<file path="src/rtl/fact_accel.sv">
// Iterative factorial engine: n! modulo 2^WIDTH computed with one WIDTH x N_WIDTH multiply per cycle.
// Optional overflow detection is compiled in with the FACT_ACCEL_OVF_EN macro; without it overflow reads 0.
module fact_accel #(
  parameter int WIDTH   = 32,
  parameter int N_WIDTH = 5
) (
  input  logic               clk,
  input  logic               rst,
  input  logic               start,
  input  logic [N_WIDTH-1:0] n,
  output logic               busy,
  output logic               done,
  output logic [WIDTH-1:0]   result,
  output logic               overflow
);

  typedef enum logic [1:0] {
    IDLE,
    CALC,
    DONE
  } state_t;

  state_t             state;
  logic [WIDTH-1:0]   acc;
  logic [N_WIDTH-1:0] cnt;
  logic [WIDTH-1:0]   prod_lo;
  logic               last_step;

  assign last_step = (cnt <= N_WIDTH'(1));

`ifdef FACT_ACCEL_OVF_EN
  localparam int PW = WIDTH + N_WIDTH;

  logic [PW-1:0] prod_full;
  logic          ovf_step;
  logic          ovf_sticky;

  assign prod_full = PW'(acc) * PW'(cnt);
  assign prod_lo   = prod_full[WIDTH-1:0];
  assign ovf_step  = |prod_full[PW-1:WIDTH];

  // Sticky flag gathers every lost upper product bit; it is published with the result.
  always_ff @(posedge clk or negedge rst) begin
    if (!rst) begin
      ovf_sticky <= 1'b0;
      overflow   <= 1'b0;
    end else begin
      if (state == IDLE && start) begin
        ovf_sticky <= 1'b0;
        overflow   <= 1'b0;
      end else if (state == CALC) begin
        if (!last_step) begin
          ovf_sticky <= ovf_sticky | ovf_step;
        end else begin
          overflow <= ovf_sticky;
        end
      end
    end
  end
`else
  assign prod_lo  = acc * WIDTH'(cnt);
  assign overflow = 1'b0;
`endif

  // busy is raised only for operands that need at least one multiply, so the
  // trivial n=0/1 pass through CALC never shows busy.
  always_ff @(posedge clk or negedge rst) begin
    if (!rst) begin
      state  <= IDLE;
      acc    <= '0;
      cnt    <= '0;
      result <= '0;
      busy   <= 1'b0;
      done   <= 1'b0;
    end else begin
      case (state)
        IDLE: begin
          if (start) begin
            state <= CALC;
            acc   <= WIDTH'(1);
            cnt   <= n;
            busy  <= (n > N_WIDTH'(1));
          end
        end
        CALC: begin
          if (!last_step) begin
            acc <= prod_lo;
            cnt <= cnt - N_WIDTH'(1);
          end else begin
            result <= acc;
            state  <= DONE;
            busy   <= 1'b0;
            done   <= 1'b1;
          end
        end
        DONE: begin
          done  <= 1'b0;
          state <= IDLE;
        end
        default: begin
          state <= IDLE;
          busy  <= 1'b0;
          done  <= 1'b0;
        end
      endcase
    end
  end

endmodule

</file>
<file path="config.mk">
export PLATFORM = sky130hd
export DESIGN_NAME = fact_accel
export DESIGN_NICKNAME = d
export VERILOG_FILES = /design/src/rtl/fact_accel.sv
export SDC_FILE = /design/constraint.sdc
export NUM_CORES = 1
export LEC_CHECK = 0
export BUFFER_PORTS_ARGS = -buffer_cell sky130_fd_sc_hd__buf_2
export CORE_MARGIN = 3
export CORE_UTILIZATION = 55
export DETAILED_ROUTE_END_ITERATION = 10
export PLACE_DENSITY = 0.73
export SLEW_MARGIN = 20
export SYNTH_ARGS = -nofsm -noshare
export SYNTH_HDL_FRONTEND = slang
export SYNTH_SLANG_ARGS = --single-unit
</file>
<file path="constraint.sdc">
create_clock -name clk -period 6 [get_ports clk]
set_input_delay 0 -clock clk [delete_from_list [all_inputs] [get_ports clk]]
set_output_delay 0 -clock clk [all_outputs]
set_load 0.05 [all_outputs]
</file>
# Yosys cells after proc, flatten, opt, wreduce, memory -nomap -nowiden
# Index checks and enable logic that the tools add are counted.
dict set report classes {
  addsub 1
  multipliers 1
  magnitude_cmp 2
  n_eq_ne 5
  muxes 14
  n_bitwise 2
  reduce_logical 7
}
# cell count
set op_table {}
lappend op_table {{$mux W32} 2}
lappend op_table {{$pmux W32 S2} 1}
lappend op_table {{$mul A32 B5 Y32} 1}
lappend op_table {{$mux W5} 2}
lappend op_table {{$pmux W5 S2} 1}
lappend op_table {{$ne A2 B2 Y1 const B} 3}
lappend op_table {{$reduce_and A2 Y1} 3}
lappend op_table {{$reduce_and A3 Y1} 2}
lappend op_table {{$gt A5 B1 Y1 const B} 1}
lappend op_table {{$le A5 B1 Y1 const B} 1}
lappend op_table {{$sub A5 B1 Y5 const B} 1}
lappend op_table {{$mux W2} 2}
lappend op_table {{$pmux W2 S2} 1}
lappend op_table {{$mux W1} 3}
lappend op_table {{$pmux W1 S3} 1}
lappend op_table {{$eq A2 B1 Y1 const B} 1}
lappend op_table {{$eq A2 B2 Y1 const B} 1}
lappend op_table {{$logic_not A2 Y1} 1}
lappend op_table {{$not A1 Y1} 2}
lappend op_table {{$pmux W1 S2} 1}
lappend op_table {{$reduce_bool A2 Y1} 1}
dict set report totals {
  register_bits 73
  in_bits 8
  wordCells 38
}

# Logic depth before layout (Yosys ltp)
dict set report logic_depth {
  word_depth 3
  mapped_depth 17
  ltp_nobuf 15
}

# Worst setup path before layout
# OpenSTA, ideal clock, no wires.
dict set report synth_timing {
  path_type {register -> register}
  from {register cnt[3]}
  to {register acc[25]}
  setup_ps 128
  arrival_ps 4340
  required_time_ps 5872
  slack_ps 1532
  stages_incl_launch_ff 18
  period_less_slack_ps 4468
  path_cell_list {dfrtp_1 -> clkbuf_1 -> clkbuf_1 -> and2_1 -> fa_1 -> fa_1 -> inv_1 -> fa_1 -> inv_1 -> ha_1 -> buf_2 -> nand4_1 -> or3_1 -> a31o_1 -> and3_4 -> o41ai_4 -> xnor2_1 -> o21ai_2}
}
dict set report synth_between {
  elab_chain_len 3
  elab_cells_between_ends 6
  classes_between {1 x mul; 1 x order compare; 1 x eq/ne; 2 x mux; 1 x reduce/logical}
}
# item line
set synth_lines {}
lappend synth_lines {{start, declared} 25} ;# logic [N_WIDTH-1:0] cnt;
lappend synth_lines {{start signal, assigned} 81} ;# cnt <= n;
lappend synth_lines {{start signal, assigned} 88} ;# cnt <= cnt - N_WIDTH'(1);
lappend synth_lines {{$mul A32 B5 Y32 or $le A5 B1 Y1 (tied branches)} {61, 29}}
lappend synth_lines {{$mux W32 or $ne A2 B2 Y1 (tied branches)} -}
lappend synth_lines {{$pmux W32 S2 or $reduce_and A3 Y1 (tied branches)} -}
lappend synth_lines {{end signal, assigned} 87} ;# acc <= prod_lo;
lappend synth_lines {{end, declared} 24} ;# logic [WIDTH-1:0] acc;
# Parallel ways exist; a longest one is shown, timed or not. The select of a mux whose other input is x is not followed.
# A chain may end at the register's enable or synchronous reset.

# Worst setup path in the final report
# Ends and elaborated chain as after synthesis.

==> results_dict.tcl <==
set metrics [dict create \
    grt_pass1_wl_mm 29.1 \
    gr-total-overflow 0 \
    synthesis.instances 889 \
    syn_area_sq_um 7460 \
    die_y_microns 122 \
    antenna_found_initial 0 \
    seq_area_frac_synth_pct 24.5 \
    wl_per_cell_microns 15.4 \
    slew-limit-headroom_pct 26.7 \
    rsz0062_at_grt "no" \
    portBuffers 41 \
    crit_path_frequent_cell "fa_1" \
    r2r-start "cnt[3]" \
    ant_nets 0 \
    cts_tree "built" \
    diodes 0 \
    crit_cells 14 \
    layout-drive-gt1-share_pct 8.12 \
    holdWs_ns 0.0181 \
    finalMaxSlewViolations 0 \
    worstSkewPairLatency_ns 0.35 \
    die_area_sq_um 15000 \
    grt_max_degree 74 \
    synth_area_per_cell_sq_um 8.39 \
    setup-violations-final 0 \
    worst_slew_pin_slew_ns 1.10 \
    fmax_mhz 200 \
    synthesis.nets 1016 \
    worstHoldPathType "input port to flip-flop" \
    synth_ff_type "dfrtp_1" \
    fin_ws_ns 1.00 \
    critPathLaunchType "flip-flop" \
    arrival_ns 5.22 \
    fin_setup_tns_ns 0 \
    start_util_pct 57.7 \
    dp_cells 1063 \
    crit_start "cnt[3]" \
    wl_mm 16.7 \
    detail_route.first_pass.iterations 5 \
    worstSetupPathType "flip-flop to flip-flop" \
    clock_path_buffers 2 \
    die_w_microns 122 \
    min_period_ns 5.00 \
    grtUsageTotal_pct 24.4 \
    synth-seq-cells 73 \
    via_count 5902 \
    final_cells 1083 \
    dp_slack_ns 1.06 \
    grt_pass1_vias 6008 \
    rrSetupSlack_ns 1.00 \
    num-fill-cells 1189 \
    cp.required_ns 6.22 \
    status "finished, final reports clean" \
    ctsHtreeMaxLevel 3 \
    max_stage_delay_ns 1.02 \
    post_cts_buffers 0 \
    drt_iter0_drc 351 \
    yosysUniqueCellTypes 56 \
    cts_buffers 9 \
    finalHoldViolations 0 \
    nets 1033 \
    synth_edf_count 0 \
    area_growth_pct 8.20 \
    via_per_inst 5.45 \
    cts_sinks 73 \
    cts_root_buffer "clkbuf_16" \
    hold_start "n[4]" \
    worst_r2r_path_depth 14 \
    drc 0 \
    cp_slowest_cell "dfrtp_1" \
    core.rowCount 41 \
    r2r-end "acc[25]" \
    gp_congestion 0.898 \
    finalClockSkew_ns 0.00645 \
    ios 43 \
    path_clk_slew_ns 0.06 \
    crit_end "acc[25]" \
    crit_buf_inv 2 \
    ys_warn_count 0 \
    synth-async-reset-ratio_pct 100 \
    worstPathMaxFanout 32 \
    cp-end-kind "flip-flop" \
    crit_family "adder cells" \
    finalCritPeriodShare_pct 83.3 \
    path_cells "and2_1 -> fa_1 -> fa_1 -> inv_1 -> fa_1 -> inv_1 -> ha_1 -> nand4_1 -> or3_1 -> a31o_1 -> and3_4 -> o41ai_4 -> xnor2_1 -> o21ai_2" \
    core_area_sq_um 12900 \
    cap_violations 0 \
    dp_hpwl_mm 11.8 \
]
==> synth_stat cells, drive strengths merged (2+ instances only) <==
cell,instances,area (sq um)
dfrtp,73,1830
or2,4,25.0
and3,5,36.3
or3,3,18.8
inv,122,458
o41ai,4,61.3
nor3,5,25.0
nand2,186,698
nor2,18,67.6
o211ai,3,22.5
a31oi,5,31.3
buf,6,31.3
ha,36,450
fa,83,1660
a21oi,33,165
a211oi,4,30.0
a21o,8,60.1
nand2b,3,18.8
nand4,6,37.5
a21boi,2,15.0
o21ai,48,248
clkbuf,37,139
o21a,2,15.0
a211o,3,26.3
xor2,14,123
xnor2,20,175
nand3,20,100
nor2b,4,25.0
and2,112,701
o221ai,2,17.5
o2111ai,2,17.5
==> per-stage QoR <==
stage | cell area (sq um) | util, %
floorplan | 7460 | -
global placement | 7740 | 59.9
detailed placement | 7740 | 59.9
CTS | 8070 | 62.4
global route | 8070 | 62.4
finish | 8070 | 62.4
==> worst min path at each step <==
stage           endpoint  slack (ns)  cells past startpoint
6_report          cnt[4]        0.02                      3
5_1_grt           cnt[2]        0.02                      3
4_1_cts           cnt[2]        0.01                      3
3_5_place_dp   result[1]        0.22                      1
3_3_place_gp   result[1]        0.22                      1
2_1_floorplan     acc[0]       -0.30                      0
==> worst register-to-register path, stage by stage (launching register included) <==
cell and delay [ns]:
dfrtp_1 1.02, and2_1 0.28, fa_1 0.46, fa_1 0.55, inv_1 0.06, fa_1 0.53
inv_1 0.04, ha_1 0.39, nand4_1 0.15, or3_1 0.37, a31o_1 0.25, and3_4 0.22
o41ai_4 0.33, xnor2_1 0.17, o21ai_2 0.07
==> cell type report <==
type	count	area, sq um	share of cell area [%]
Multi-Input combinational cell	651	5000	62.0
Clock buffer	10	239	2.96
Inverter	122	458	5.67
Clock inverter	6	50.0	0.620
Timing Repair Buffer	49	278	3.44
Tap cell	172	215	2.67
Sequential cell	73	1830	22.6
==> cells by family after synthesis <==
kind of cell               Yosys count  share of synthesized area [%]
adders and majority gates          119                           28.3
AOI/OAI and AO/OA                  125                           10.6
other                                1                         0.0503
muxes                                1                          0.134
and+or+nand+nor                    371                           24.1
xor gates and xnor gates            34                           3.99
buffers and inverters              165                           8.42
DFF                                 73                           24.5
==> routing by layer <==
layer  global-route usage (%)  part of all wire, %  wire (microns)
met1                     33.8                   46            7710
met5                        0                    0               0
met2                     40.0                   48            7990
met3                     3.78                  4.2             707
met4                     7.35                  1.7             279
==> state kept, by name, summed over array words and instances, names as in the netlist <==
register  count
result       32
state         2
acc          32
cnt           5
busy          1
done          1
==> timing repair <==
item                                   CTS  global route
hold buffers                             4             0
gates resized for setup                  0             0
endpoints found under the hold margin   76             0
==> placed cells by master (no fill, tap or decap), drive strengths merged, types with 2 or more instances in the layout <==
cell and instances:
clkbuf 10, or3 3, o41ai 4, a211oi 4, clkinvlp 2, buf 45
a21o 8, nor3 5, nand2 186, nand4 6, ha 36, dlygate4sd3 4
nand3 20, clkinv 2, xor2 14, o211ai 3, nand2b 3, a21oi 33
a211o 3, o221ai 2, o2111ai 2, and2 112, a21boi 2, nor2 18
a31oi 5, nor2b 4, inv 124, xnor2 20, o21a 2, dfrtp 73
o21ai 48, and3 5, or2 4, fa 83
Power is not shown: default switching activity piles up to over one toggle a cycle in this logic, so the estimate is an artifact.
